$ cat src/rtl/leitor_display.sv
// Reads a multiplexed 4-digit 7-segment display (enables + shared segments)
// and rebuilds the shown value as a 16-bit frame with a valid/ready handshake.
module leitor_display #(
    parameter int STABLE_CYCLES = 4,
    parameter bit DIG_ACT_LOW   = 1'b1,
    parameter bit SEG_ACT_LOW   = 1'b1
) (
    input  logic        clk,
    input  logic        rst,
    input  logic        D1,
    input  logic        D2,
    input  logic        D3,
    input  logic        D4,
    input  logic        a,
    input  logic        b,
    input  logic        c,
    input  logic        d,
    input  logic        e,
    input  logic        f,
    input  logic        g,
    output logic [15:0] valor,
    output logic        valido,
    input  logic        pronto,
    output logic        erro_seg,
    output logic        conflito,
    output logic        overrun
);

    localparam logic [7:0] STABLE_N = STABLE_CYCLES[7:0];

    typedef enum logic [1:0] {
        OCIOSO    = 2'd0,
        ESTAVEL   = 2'd1,
        CAPTURADO = 2'd2
    } state_t;

    state_t      r_state, w_state_next;
    logic [3:0]  r_sel;
    logic [6:0]  r_p;
    logic [1:0]  r_idx;
    logic [6:0]  r_lp;
    logic [7:0]  r_cnt;
    logic [3:0]  r_mask;
    logic [3:0]  r_slot [4];
    logic [3:0]  r_inv;
    logic        r_done;
    logic [15:0] r_valor;
    logic        r_valido;
    logic        r_erro;
    logic        r_conflito;
    logic        r_overrun;

    // sel[0] is D1 (leftmost); both buses normalised so 1 = active/lit
    logic [3:0]  w_sel_raw;
    logic [6:0]  w_p_raw;
    logic        w_onehot;
    logic        w_multi;
    logic [1:0]  w_sel_idx;
    logic [7:0]  w_cnt_inc;
    logic        w_load;
    logic        w_inc;
    logic        w_capture;
    logic        w_conf;
    logic [3:0]  w_nib;
    logic        w_inv;
    logic [3:0]  w_bit;
    logic [15:0] w_frame;

    assign w_sel_raw = {D4, D3, D2, D1} ^ {4{DIG_ACT_LOW}};
    assign w_p_raw   = {a, b, c, d, e, f, g} ^ {7{SEG_ACT_LOW}};
    assign w_onehot  = (r_sel != 4'd0) && ((r_sel & (r_sel - 4'd1)) == 4'd0);
    assign w_multi   = (r_sel != 4'd0) && !w_onehot;
    assign w_cnt_inc = r_cnt + 8'd1;
    assign w_bit     = 4'b0001 << r_idx;

    always_comb begin
        w_sel_idx = 2'd0;
        case (r_sel)
            4'b0010: w_sel_idx = 2'd1;
            4'b0100: w_sel_idx = 2'd2;
            4'b1000: w_sel_idx = 2'd3;
            default: w_sel_idx = 2'd0;
        endcase
    end

    always_comb begin
        w_nib = 4'hE;
        w_inv = 1'b0;
        case (r_lp)
            7'b1111110: w_nib = 4'h0;
            7'b0110000: w_nib = 4'h1;
            7'b1101101: w_nib = 4'h2;
            7'b1111001: w_nib = 4'h3;
            7'b0110011: w_nib = 4'h4;
            7'b1011011: w_nib = 4'h5;
            7'b1011111: w_nib = 4'h6;
            7'b1110000: w_nib = 4'h7;
            7'b1111111: w_nib = 4'h8;
            7'b1111011: w_nib = 4'h9;
            7'b0000000: w_nib = 4'hF;
            default: begin
                w_nib = 4'hE;
                w_inv = 1'b1;
            end
        endcase
    end

    // slot 0 (D1) lands in the top nibble
    genvar gi;
    generate
        for (gi = 0; gi < 4; gi++) begin : g_frame
            assign w_frame[15-4*gi -: 4] = r_slot[gi];
        end
    endgenerate

    always_comb begin
        w_state_next = r_state;
        w_load       = 1'b0;
        w_inc        = 1'b0;
        w_capture    = 1'b0;
        w_conf       = 1'b0;
        if (w_multi) begin
            w_conf       = 1'b1;
            w_state_next = OCIOSO;
        end else begin
            case (r_state)
                OCIOSO: begin
                    if (w_onehot) begin
                        w_load       = 1'b1;
                        w_state_next = ESTAVEL;
                    end
                end
                ESTAVEL: begin
                    if (!w_onehot) begin
                        w_state_next = OCIOSO;
                    end else if (w_sel_idx == r_idx && r_p == r_lp) begin
                        w_inc = 1'b1;
                        if (w_cnt_inc == STABLE_N) begin
                            w_capture    = 1'b1;
                            w_state_next = CAPTURADO;
                        end
                    end else begin
                        w_load = 1'b1;
                    end
                end
                CAPTURADO: begin
                    if (!w_onehot) begin
                        w_state_next = OCIOSO;
                    end else if (w_sel_idx != r_idx) begin
                        w_load       = 1'b1;
                        w_state_next = ESTAVEL;
                    end
                end
                default: w_state_next = OCIOSO;
            endcase
        end
    end

    always_ff @(posedge clk) begin
        if (rst) begin
            r_state    <= OCIOSO;
            r_sel      <= 4'd0;
            r_p        <= 7'd0;
            r_idx      <= 2'd0;
            r_lp       <= 7'd0;
            r_cnt      <= 8'd0;
            r_mask     <= 4'd0;
            r_inv      <= 4'd0;
            r_done     <= 1'b0;
            r_valor    <= 16'd0;
            r_valido   <= 1'b0;
            r_erro     <= 1'b0;
            r_conflito <= 1'b0;
            r_overrun  <= 1'b0;
            for (int i = 0; i < 4; i++) r_slot[i] <= 4'd0;
        end else begin
            r_sel   <= w_sel_raw;
            r_p     <= w_p_raw;
            r_state <= w_state_next;
            r_done  <= 1'b0;
            if (w_conf) r_conflito <= 1'b1;
            if (w_load) begin
                r_idx <= w_sel_idx;
                r_lp  <= r_p;
                r_cnt <= 8'd1;
            end else if (w_inc) begin
                r_cnt <= w_cnt_inc;
            end
            if (w_capture) begin
                r_slot[r_idx] <= w_nib;
                r_inv[r_idx]  <= w_inv;
                if ((r_mask | w_bit) == 4'hF) begin
                    r_mask <= 4'd0;
                    r_done <= 1'b1;
                end else begin
                    r_mask <= r_mask | w_bit;
                end
            end
            // slots cannot change in the cycle after a capture, so r_done sees a whole frame
            if (r_done) begin
                if (!r_valido || pronto) begin
                    r_valor  <= w_frame;
                    r_erro   <= |r_inv;
                    r_valido <= 1'b1;
                end else begin
                    r_overrun <= 1'b1;
                end
            end else if (r_valido && pronto) begin
                r_valido <= 1'b0;
            end
        end
    end

    assign valor    = r_valor;
    assign valido   = r_valido;
    assign erro_seg = r_erro;
    assign conflito = r_conflito;
    assign overrun  = r_overrun;

endmodule

$ cat config.mk
export PLATFORM = sky130hd
export DESIGN_NAME = leitor_display
export DESIGN_NICKNAME = d
export VERILOG_FILES = /design/src/rtl/leitor_display.sv
export SDC_FILE = /design/constraint.sdc
export NUM_CORES = 1
export LEC_CHECK = 0
export CAP_MARGIN = 20
export CORE_ASPECT_RATIO = 1.75
export CORE_MARGIN = 3
export CORE_UTILIZATION = 33
export CTS_CLUSTER_SIZE = 10
export DETAILED_ROUTE_END_ITERATION = 10
export PLACE_DENSITY = 0.55
export SYNTH_ARGS = -nofsm -noshare
export SYNTH_HDL_FRONTEND = slang
export SYNTH_SLANG_ARGS = --single-unit
$ cat constraint.sdc
create_clock -name clk -period 2.55 [get_ports clk]
set_clock_uncertainty 0.15 [all_clocks]
set_input_delay 0.51 -clock clk [delete_from_list [all_inputs] [get_ports clk]]
set_output_delay 0.51 -clock clk [all_outputs]
set_load 0.03 [all_outputs]
==> run metrics <==
CTS Buf Count=9; Nets=423; Skew-Pair Late Insertion Delay=0.33 ns; # DRC=0; Hold Vio Cnt, Final=0; crit path cell chain=or3_1 -> o32ai_4 -> o21ai_2 -> a2111oi_1 -> buf_4 -> nand2_1 -> nand2b_1; PwrDens=671 nW/um^2; final cell count without fillers=531; port bufs=33; crit path launch type=flop; mux share of post-synthesis cell area=0.0362; final slew viol count=0; Die Area=11300 um^2; Worst-Margin Slew=0.622 ns; status=complete, no violations; CTS tree=done; CTS H-tree depth=3; clock sink count=75; vias in the first global route=2643; dpl hpwl=5210 um; Area growth, synth to finish=27.0%; Most used DFF post-synth=dfxtp_1; sequential share of power=0.450; max incr delay on CP=0.42 ns; Final Cycle Share=0.953; Final Critical Period=2.43 ns; Seq. cell area=1660 um^2; maximum VDD drop=352 uV; post-synth top area share=0.356; Hold Path Class=reg -> reg; Initial Utilization=0.344; Syn Area/Cell=9.24 um^2; Post-Syn Instances=359; Synth Area in Adders=0.0219; FILL cells=966; drt first-iter violations=64; Switching Share=0.235; Crit path arrival time=2.31 ns; Post-synth EDFFs=16; unrepaired setup endpoints after global routing=no; final setup margin=0.119 ns; Simple-Gate Fraction of Synth Area=0.231; Die Ht=139 um; Crit Path Max Fanout=11; post-synthesis sequential area ratio=0.501; antenna violations before repair=0; vias after detailed routing=2636; Crit. End Element=flop; Synth async-reset ratio=0; post-synthesis register bit count=75; IO Pins=34; cell leakage power=0.00153 uW; Synth area leader=dfxtp_1; Clock Pin Slew Worst Setup and Hold Paths=0.06 ns; Comb power frac=0.103; largest family of logic cells by synthesized area=simple AND/OR/NAND/NOR gates; dpl cells=514; setup violators final=0; layout cell share with drive strength beyond 1=0.127; ant diodes=0; Compound-Gate Fraction of Synth Area=0.130; f_max=411 MHz; syn_nets=378; Yosys cell types=50; Max Cap Viol=0; Via density=4.96; Yosys Warn Count=0; Std-Cell Rows=47; post-synthesis xor/xnor area fraction=0.0422; Setup TNS=0 ns; CTS Root Buffer Type=clkbuf_16; multi-input logic area=1560 um^2; largest net degree at the start of global routing=29; Req. time, crit path=2.43 ns; pre-CTS setup slack=0.0495 ns; WL per Instance=13.1 um; all-layer global routing usage=0.135; GP Congestion=0.849; First-pass DRT Iterations=5; Critical-path top delay cell=or3_1; clock power share=0.447; core box area=9640 um^2; post-route ant nets=0; critical path class=reg -> reg; clock buffer depth=2; Max-slew headroom=0.580; most common cell in the netlist=dfxtp_1; global-route wire length before repair=11800 um; Sw Pwr=666 uW; top cells by count, synth=59 x dfxtp_1, 47 x nand2_1, 39 x nor2_1; total grt overflow=0; Mapped Area=3320 um^2; Hold Buf Count CTS=0; DRT Wirelength=6960 um; Die Wd=81.8 um; Int Pwr=2160 uW; top cells by area, synth=dfxtp_1 36%, edfxtp_1 14%, nand2_1 5.3%, nor2_1 4.4%, a21oi_1 4.1%
-- what timing repair did --
| item | in CTS | in global routing |
|---|---|---|
| endpoints found under the setup margin | 0 | 20 |
| setup buffers | 0 | 0 |
| gates resized for setup | 0 | 7 |
-- path summary, 6_finish.rpt --
check | from | endpoint | slack [ns] | depth (start not counted)
worst max register to register | r_sel[2] | r_slot[0][3] | 0.12 | 7
worst min-delay path | conflito | conflito | 0.30 | 2
worst min register to register | conflito | conflito | 0.30 | 2
worst max-delay path | r_sel[2] | r_slot[0][3] | 0.12 | 7
-- worst max-delay path, delay by kind of cell (launching register included) --
family          cells  cell delay, ns
buf+inv             1            0.24
flops               1            0.30
simple gates        3            0.68
compound gates      3            0.75
-- cell families after synthesis --
logic type / after synthesis
xor gates and xnor gates: 16
DFF: 75
and+or+nand+nor: 158
muxes: 12
buffers and inverters: 29
AOI/OAI and AO/OA: 63
adders and majority gates: 6
-- cell type report --
class                      count  area share
inverter                       8     0.00712
clock inverter                 5      0.0142
sequential                    75       0.395
multi-input combinational    255       0.371
tap                          122      0.0362
timing repair buffer          55       0.119
clock buffer                  11      0.0576
-- placed cells by master (no fill, tap or decap), types with 3 or more instances in the layout --
| cell | synthesis | final |
|---|---|---|
| dfxtp_1 | 59 | 57 |
| nand2_1 | 47 | 47 |
| nor2_1 | 39 | 39 |
| clkdlybuf4s50_1 | 0 | 32 |
| a21oi_1 | 27 | 27 |
| buf_4 | 0 | 21 |
| nor3_1 | 17 | 17 |
| edfxtp_1 | 16 | 16 |
| nand2b_1 | 12 | 12 |
| mux2i_1 | 12 | 12 |
| xor2_1 | 11 | 11 |
| o21ai_0 | 10 | 10 |
| clkbuf_16 | 0 | 9 |
| inv_1 | 8 | 8 |
| nor2b_1 | 7 | 7 |
| nand4_1 | 6 | 6 |
| nand3b_1 | 5 | 5 |
| xnor2_1 | 5 | 5 |
| and3_1 | 5 | 5 |
| and2_1 | 5 | 5 |
| ha_1 | 5 | 4 |
| nor3b_1 | 3 | 3 |
| or2_2 | 3 | 3 |
-- per-layer routing --
| layer | up-vias | track usage | part of all wire |
|---|---|---|---|
| met5 | - | 0 | 0 |
| met2 | 56 | 0.249 | 0.57 |
| met3 | 15 | 0.0351 | 0.036 |
| met1 | 1226 | 0.128 | 0.37 |
| li1 | 1339 | - | - |
| met4 | 0 | 0.0736 | 0.030 |
-- flip-flops by register name (all words and copies together) (netlist names) --
register	flops
r_inv	4
r_sel	4
r_p	7
erro_seg	1
r_idx	2
valor	16
r_slot	16
r_cnt	8
r_mask	4
conflito	1
r_done	1
valido	1
overrun	1
r_state	2
r_lp	7
-- power groups by stage --
| stage | Sequential [uW] | Clock (uW) | Combinational [uW] |
|---|---|---|---|
| floorplan | 1290 | 0 | 200 |
| global placement | 1300 | 0 | 284 |
| detailed placement | 1300 | 0 | 286 |
| CTS | 1270 | 1300 | 288 |
| global route | 1280 | 1350 | 322 |
| finish | 1270 | 1260 | 292 |
-- stage by stage --
| stage | instance area [um^2] | util | hold WS, ns | power, uW |
|---|---|---|---|---|
| 5_1_grt | 4220 | 0.437 | 0.317 | 2950 |
| 2_1_floorplan | 3320 | - | 0.299 | 1490 |
| 3_3_place_gp | 3870 | 0.401 | 0.294 | 1580 |
| 4_1_cts | 4170 | 0.433 | 0.305 | 2860 |
| 3_5_place_dp | 3870 | 0.401 | 0.297 | 1580 |
| 6_report | 4220 | 0.437 | 0.301 | 2830 |
No activity file was read; power rests on OpenSTA's default activity.
